===== src/rtl/os_systolic_pkg.sv =====
`default_nettype none
// ============================================================================
// Module   : os_systolic_pkg
// Purpose  : Shared types and constants for the output-stationary systolic
//            array, its feeder controller and the result drain.
//            - drain_state_t : result-drain FSM states
//            - OP_COMPUTE / OP_SHIFT : array op-select encodings
// Revision : 1.0  initial release
// ============================================================================
package os_systolic_pkg;

   typedef enum logic [1:0] {
      IDLE   = 2'd0,
      SHIFT  = 2'd1,
      STREAM = 2'd2
   } drain_state_t;

   localparam logic OP_COMPUTE = 1'b0;
   localparam logic OP_SHIFT   = 1'b1;

endpackage : os_systolic_pkg
`default_nettype wire


===== src/rtl/os_drain_buf.sv =====
`default_nettype none
// ============================================================================
// Module   : os_drain_buf
// Purpose  : Tile buffer for the result drain. DEPTH entries of WIDTH bits,
//            one synchronous write port, one asynchronous read port. Data is
//            not reset.
// Ports    : clk      in  clock
//            wr_en    in  write enable
//            wr_addr  in  write entry index
//            wr_data  in  write vector
//            rd_addr  in  read entry index
//            rd_data  out read vector (combinational)
// Revision : 1.0  initial release
// ============================================================================
module os_drain_buf #(
   parameter int DEPTH = 5,
   parameter int WIDTH = 80,
   parameter int AW    = 3
) (
   input  logic             clk,
   input  logic             wr_en,
   input  logic [AW-1:0]    wr_addr,
   input  logic [WIDTH-1:0] wr_data,
   input  logic [AW-1:0]    rd_addr,
   output logic [WIDTH-1:0] rd_data
);

   logic [WIDTH-1:0] mem [DEPTH];

   always_ff @(posedge clk) begin
      if (wr_en) begin
         mem[wr_addr] <= wr_data;
      end
   end

   assign rd_data = mem[rd_addr];

endmodule : os_drain_buf
`default_nettype wire


===== src/rtl/os_result_drain.sv =====
`default_nettype none
// ============================================================================
// Module   : os_result_drain
// Purpose  : Unload side of the output-stationary systolic array. On start it
//            puts the array into shift mode for COLUMN cycles, captures one
//            result vector per cycle into a tile buffer and streams the
//            buffered vectors downstream over valid/ready, overlapping the
//            stream with the shift.
// Ports    : clk         in  clock
//            rst         in  synchronous active-high reset
//            start       in  begin a drain (only honoured in IDLE)
//            op_sel      out array op-select (OP_SHIFT during SHIFT)
//            result_in   out array result-chain input, always zero
//            result_out  in  array result-chain output
//            m_valid     out stream beat valid
//            m_ready     in  stream beat ready
//            m_data      out stream vector
//            m_col       out physical array column of the vector
//            m_last      out final beat of the tile
//            busy        out drain in progress
//            done        out pulse the cycle after the last beat is accepted
// Revision : 1.0  initial release
// ============================================================================
module os_result_drain
   import os_systolic_pkg::*;
#(
   parameter  int OUT_WORD_SIZE = 16,
   parameter  int ROW           = 5,
   parameter  int COLUMN        = 5,
   localparam int COL_W         = ($clog2(COLUMN) > 0) ? $clog2(COLUMN) : 1,
   localparam int VEC_W         = ROW * OUT_WORD_SIZE
) (
   input  logic             clk,
   input  logic             rst,
   input  logic             start,
   output logic             op_sel,
   output logic [VEC_W-1:0] result_in,
   input  logic [VEC_W-1:0] result_out,
   output logic             m_valid,
   input  logic             m_ready,
   output logic [VEC_W-1:0] m_data,
   output logic [COL_W-1:0] m_col,
   output logic             m_last,
   output logic             busy,
   output logic             done
);

   // Pointers must be able to hold COLUMN itself (buffer full).
   localparam int PTR_W = $clog2(COLUMN + 1);

   drain_state_t     state;
   drain_state_t     state_nxt;
   logic [PTR_W-1:0] wr_ptr;
   logic [PTR_W-1:0] rd_ptr;
   logic             wr_en;
   logic             accept;
   logic             last_beat;
   logic             last_accept;

   // ------------------------------------------------------------------
   // FSM
   // ------------------------------------------------------------------
   always_ff @(posedge clk) begin
      if (rst) begin
         state <= IDLE;
      end else begin
         state <= state_nxt;
      end
   end

   // wr_ptr doubles as the shift-cycle counter: one entry is written in
   // every shift cycle, so it reaches COLUMN-1 in the final one.
   always_comb begin
      state_nxt = state;
      op_sel    = OP_COMPUTE;
      wr_en     = 1'b0;
      case (state)
         IDLE: begin
            if (start) begin
               state_nxt = SHIFT;
            end
         end
         SHIFT: begin
            op_sel = OP_SHIFT;
            wr_en  = 1'b1;
            if (wr_ptr == PTR_W'(COLUMN - 1)) begin
               state_nxt = STREAM;
            end
         end
         STREAM: begin
            if (last_accept) begin
               state_nxt = IDLE;
            end
         end
         default: begin
            state_nxt = IDLE;
         end
      endcase
   end

   // ------------------------------------------------------------------
   // Stream handshake
   // ------------------------------------------------------------------
   // The last beat can only be offered once all COLUMN entries are
   // written, so last_accept only ever occurs in STREAM.
   assign m_valid     = (rd_ptr < wr_ptr);
   assign accept      = m_valid & m_ready;
   assign last_beat   = (rd_ptr == PTR_W'(COLUMN - 1));
   assign last_accept = accept & last_beat;
   assign m_last      = m_valid & last_beat;
   assign m_col       = m_valid ? (COL_W'(COLUMN - 1) - rd_ptr[COL_W-1:0]) : '0;
   assign busy        = (state != IDLE);
   assign result_in   = '0;

   // Pointers return to zero on the final acceptance so IDLE always holds
   // rd_ptr == wr_ptr == 0 and a new start needs no extra clearing.
   always_ff @(posedge clk) begin
      if (rst) begin
         wr_ptr <= '0;
         rd_ptr <= '0;
         done   <= 1'b0;
      end else begin
         done <= last_accept;
         if (last_accept) begin
            wr_ptr <= '0;
            rd_ptr <= '0;
         end else begin
            if (wr_en) begin
               wr_ptr <= wr_ptr + PTR_W'(1);
            end
            if (accept) begin
               rd_ptr <= rd_ptr + PTR_W'(1);
            end
         end
      end
   end

   // ------------------------------------------------------------------
   // Tile buffer
   // ------------------------------------------------------------------
   os_drain_buf #(
      .DEPTH (COLUMN),
      .WIDTH (VEC_W),
      .AW    (COL_W)
   ) u_buf (
      .clk     (clk),
      .wr_en   (wr_en),
      .wr_addr (wr_ptr[COL_W-1:0]),
      .wr_data (result_out),
      .rd_addr (rd_ptr[COL_W-1:0]),
      .rd_data (m_data)
   );

endmodule : os_result_drain
`default_nettype wire


===== config.mk =====
export PLATFORM = sky130hd
export DESIGN_NAME = os_result_drain
export DESIGN_NICKNAME = d
export VERILOG_FILES = /design/src/rtl/os_systolic_pkg.sv /design/src/rtl/os_drain_buf.sv /design/src/rtl/os_result_drain.sv
export SDC_FILE = /design/constraint.sdc
export NUM_CORES = 1
export LEC_CHECK = 0
export CORE_ASPECT_RATIO = 1.75
export CORE_MARGIN = 2
export CORE_UTILIZATION = 46
export DETAILED_ROUTE_END_ITERATION = 16
export PLACE_DENSITY_LB_ADDON = 0.3
export SYNTH_ARGS = -nofsm -noshare
export SYNTH_HDL_FRONTEND = slang
export SYNTH_HIERARCHICAL = 1
export SYNTH_SLANG_ARGS = --single-unit

===== constraint.sdc =====
create_clock -name clk -period 18.7 [get_ports clk]
set_input_delay 4.675 -clock clk [delete_from_list [all_inputs] [get_ports clk]]
set_output_delay 4.675 -clock clk [all_outputs]
set_load 0.02 [all_outputs]

==> flow_summary.json <==
{
  "relSlewSlack_pct": 27.0,
  "grtUsageTotal_pct": 17.2,
  "post-route-period-util_pct": 46.0,
  "ant_nets": 0,
  "setup_tns_ps": 0,
  "syn_inst": 1001,
  "grt_max_degree": 174,
  "endpoint_kind": "primary output",
  "vdd_drop_max_uv": 79.0,
  "path_max_fanout": 173,
  "die_area_um2": 37700,
  "clock_path_buffers": 3,
  "synth_top_family_by_area": "compound AO/OA/AOI/OAI gates",
  "final_nets": 1260,
  "grt_use_met1_pct": 19.7,
  "drv_slew": 0,
  "crit_required_ps": 14030,
  "grt_pass1_vias": 8589,
  "routed_wl_um": 32900,
  "dp_hpwl_um": 18000,
  "ys_async_sr_fraction_pct": 0,
  "antenna_found_initial": 4,
  "coreArea_um2": 35800,
  "synth_xor_area_share_pct": 0.105,
  "ys_seq_area_share_pct": 73.3,
  "synth_most_common_cell": "edfxtp_1",
  "initial_utilization_pct": 46.4,
  "synth_edf_count": 400,
  "synthesis.area_um2": 16600,
  "hp-class": "flip-flop to flip-flop",
  "synth_cell_types": 39,
  "synth_fa_ha_area_share_pct": 0.527,
  "synth_common_cells": "edfxtp_1, buf_4, inv_1, nor2b_1",
  "io_buffers": 171,
  "synth_compound_area_share_pct": 9.47,
  "setup_viol": 0,
  "area_growth_syn_to_layout_pct": 17.9,
  "fmax_mhz": 116,
  "ys_seq_elements": 409,
  "cts_hold_buf": 0,
  "wl_per_cell_um": 19.8,
  "yosysWarnings": 6,
  "synth_top_area_share_pct": 72.2,
  "fin_cells": 1665,
  "use_met3_pct": 3.44,
  "layout-drive-gt1-share_pct": 9.14,
  "finClkSkew_ps": 7.19,
  "synth.area.mux_share_pct": 4.82,
  "min_period_ps": 8590,
  "rsz0062_at_grt": "no",
  "cts_tree": "yes",
  "clkPwrFrac_pct": 36.1,
  "grt.busiest_layer": "met2",
  "p_int_mw": 1.53,
  "pwr-share-seq_pct": 52.7,
  "avgViaCountPerCell": 5.20,
  "drc": 0,
  "die_h_um": 256,
  "tightest_slew_ps": 1100,
  "yosys.area.top_type": "edfxtp_1",
  "gr-usage-met2_pct": 31.1,
  "cts.sink_count": 409,
  "switchingPower_uw": 455,
  "htree_levels": 2,
  "io-pin-count": 252,
  "critPathLaunchType": "flip-flop",
  "hold_slack_ps": 474,
  "ys.flop_type": "edfxtp_1",
  "status": "completed",
  "pwr-share-comb_pct": 11.3,
  "power_leakage_nw": 6.48,
  "swShare_pct": 22.9,
  "place_congestion": 0.743,
  "avgSynthCellArea_um2": 16.6,
  "hold_violations": 0,
  "post_cts_resize_count": 0,
  "cts_inserted_buffers": 36,
  "root_buffer": "clkbuf_16",
  "cp.arrival_ps": 3920,
  "clk_pin_slew_ps": 70,
  "vias": 8653,
  "cap_violations": 0,
  "drtIter0Drc": 402,
  "power_density_nw_per_um2": 101,
  "whs_path_depth": 1,
  "dp.cells": 1601,
  "rows": 92,
  "criticalPathCategory": "flip-flop to primary output",
  "grt_overflow": 0,
  "synth_simple_gate_area_share_pct": 4.16,
  "r2r_cells": 4,
  "clk_latency_ps": 530,
  "grt_pass1_wl_um": 49600,
  "dr.pass1.iters": 4,
  "post_cts_buffers": 0,
  "fp.dieW_um": 148,
  "yosys-top-cells-area": "edfxtp_1, mux2i_1, buf_4, a211oi_1, nor2b_1"
}
## per-stage QoR
stage / worst slack [ps] / total power [mW] / cell area (um2) / utilization [%]
after floorplan: 8800 / 1.21 / 16900 / -
after global placement: 10800 / 1.29 / 18500 / 51.6
after detailed placement: 10840 / 1.29 / 18500 / 51.6
after CTS: 10260 / 2.01 / 19600 / 54.7
after global routing: 10070 / 2.06 / 19600 / 54.7
final: 10110 / 1.99 / 19600 / 54.7
## per-layer routing
metal	part of all wire, %	routed length [um]
met5	0.091	30
met4	3.7	1210
met3	5.2	1710
met2	53	17400
met1	38	12600
## power by group through the flow
stage,Clock (mW),Combinational (mW),Sequential [mW]
5_1_grt,0.769,0.239,1.05
6_report,0.717,0.224,1.05
2_1_floorplan,0,0.148,1.07
4_1_cts,0.737,0.227,1.05
3_5_place_dp,0,0.226,1.07
3_3_place_gp,0,0.224,1.07
## cells by family after synthesis
logic type,Yosys count
xor gates and xnor gates,2
muxes,80
AOI/OAI and AO/OA,171
DFF,409
buffers and inverters,219
other,1
adders and majority gates,7
and+or+nand+nor,112
## flip-flops by register name, summed over array words and instances, names as in the netlist
register,cells
done,1
state,2
wr_ptr,3
u_buf/mem,400
rd_ptr,3
## final cells by class
| cell class | count | area [um2] |
|---|---|---|
| Timing Repair Buffer | 184 | 1820 |
| Tap cell | 470 | 588 |
| Inverter | 86 | 323 |
| Antenna cell | 2 | 5.00 |
| Clock inverter | 22 | 193 |
| Clock buffer | 40 | 937 |
| Fill cell | 2859 | 16200 |
| Sequential cell | 409 | 12200 |
| Multi-Input combinational cell | 452 | 3530 |
## path summary, 6_finish.rpt
path | startpoint | to | slack (ps)
worst max-delay path | rd_ptr[0]$_SDFFE_PP0P_ | m_data[53] | 10110
worst min-delay path | state[1]$_SDFFE_PP0P_ | state[0]$_SDFFE_PP0P_ | 470
worst max register to register | state[0]$_SDFFE_PP0P_ | u_buf/mem[1][45]$_DFFE_PP_ | 15600
worst min register to register | state[1]$_SDFFE_PP0P_ | state[0]$_SDFFE_PP0P_ | 470
## critical path, cell delays in order (launching register included)
cell,delay (ps)
dfxtp_4,970
buf_12,600
mux2i_1,170
a221oi_1,530
clkdlybuf4s50_1,710
## cell usage in the layout (no fill, tap or decap), types with 2 or more instances in the layout
master and count:
dfxtp_1 7, o21ai_0 2, conb_1 80, bufinv_16 3, nor4bb_4 2, ha_1 7
clkdlybuf4s50_1 171, buf_4 12, and2_1 3, a21oi_1 4, clkinv_4 2, xnor2_1 2
clkbuf_16 37, dfxtp_4 2, nor2b_1 81, nor2_1 6, mux2i_1 80, clkbuf_1 3
edfxtp_1 400, clkinv_1 8, a211oi_1 80, inv_6 2, diode_2 2, nand3_1 3
clkinv_2 6, nand2_1 5, inv_1 86, a221oi_2 30, a221oi_1 50
Power figures use the tool's default switching activity.
==> edit: new RTL, config.mk and constraints unchanged <==
Set the parameter `COLUMN` to 10 (it was 5).
--- a/src/rtl/os_result_drain.sv
+++ b/src/rtl/os_result_drain.sv
@@ -28,3 +28,3 @@
    parameter  int ROW           = 5,
-   parameter  int COLUMN        = 5,
+   parameter  int COLUMN        = 10,
    localparam int COL_W         = ($clog2(COLUMN) > 0) ? $clog2(COLUMN) : 1,
Interface: changed (resized m_col); port bits go from 252 to 253. No check against the original RTL was run, so the function may have changed too.
==> edit against the unedited design <==
- cell count rose by 77%
- cell area increased by 90%
- core utilization is 1.9 points lower
- wire length rose by 120%
- sequential cell count rose by 402
- count of clock-buffer cells in the layout grew 52
- power increased by 99%
- synthesized area is 97% higher
- worst setup slack lost 0.99 ns
==> edit: results (changes against the unedited design) <==
synthesis:
  synth_cell_types: 45  # +15%
  synth_mux_area_share_pct: 13.1  # +8.3 points
  synth-xor-area-share_pct: 0.134  # +0.028 points
  yosys-top-cells-area: "edfxtp_1, mux2_2, mux2i_1"
  seq_area_frac_synth_pct: 74.0  # +0.70 points
place:
  dp_hpwl_mm: 37.8  # +110%
  dpl.cell_count: 2812  # +76%
setup_path:
  critPathArrivalTime_ns: 4.91  # +0.99 ns
  critical_path.slowest_cell: "buf_4"
clocking:
  htree_num_levels: 3  # +1
  numCtsBuffers: 73  # +100%
timing:
  whs_ns: 0.521  # +0.0471 ns
finish:
  nNetsFinal: 2062  # +64%
  seq_area_share_pct: 65.0  # +2.8 points
  diodes: 3  # +1
  drive_gt1_share_pct: 22.3  # +13 points
  buffers: 204  # +11%
  n_clock_buffer: 92  # +130%
  multi_input_cells: 872  # +93%
  multiInputGateArea_sq_um: 7580  # +110%
  bufAreaShareNonClock_pct: 5.30  # -4.0 points
  seq_cells: 811  # +98%
global_routing:
  grt_pass1_wl_mm: 106  # +110%
routing:
  met2_length_mm: 37.7  # +120%
  wl_met3_mm: 3.48  # +100%
  drtIter0Drc: 1044  # +160%
status:
  outcome: "complete, no violations"
power_and_ir_drop:
  irDropWorstVdd_mv: 0.0620  # -21%
## edit: cell types whose count changed after synthesis, moves of 78 or more
cell	delta
nand2_1	+80
mux2i_1	+80
o22ai_1	+80
nor2b_1	-79
a211oi_1	-78
a22o_1	+80
mux2_2	+240
edfxtp_1	+400
inv_1	-78
## edit: how the worst max path moves through the flow
stage,start,endpoint,slack (ns),cells after the start
6_report,rd_ptr[0],m_data[14],9.11,6
5_1_grt,rd_ptr[0],m_data[14],8.86,6
4_1_cts,rd_ptr[0],m_data[4],9.10,6
3_5_place_dp,rd_ptr[0],m_data[73],9.78,6
3_3_place_gp,rd_ptr[0],m_data[73],9.77,6
2_1_floorplan,state[0],u_buf/mem[0][0],11.25,4
## edit: routing by layer
metal / track usage, % / up-vias
met5: 0 / -
met4: 6.73 / 8
met3: 3.32 / 115
met2: 35.2 / 430
met1: 23.6 / 8444
li1: - / 7317
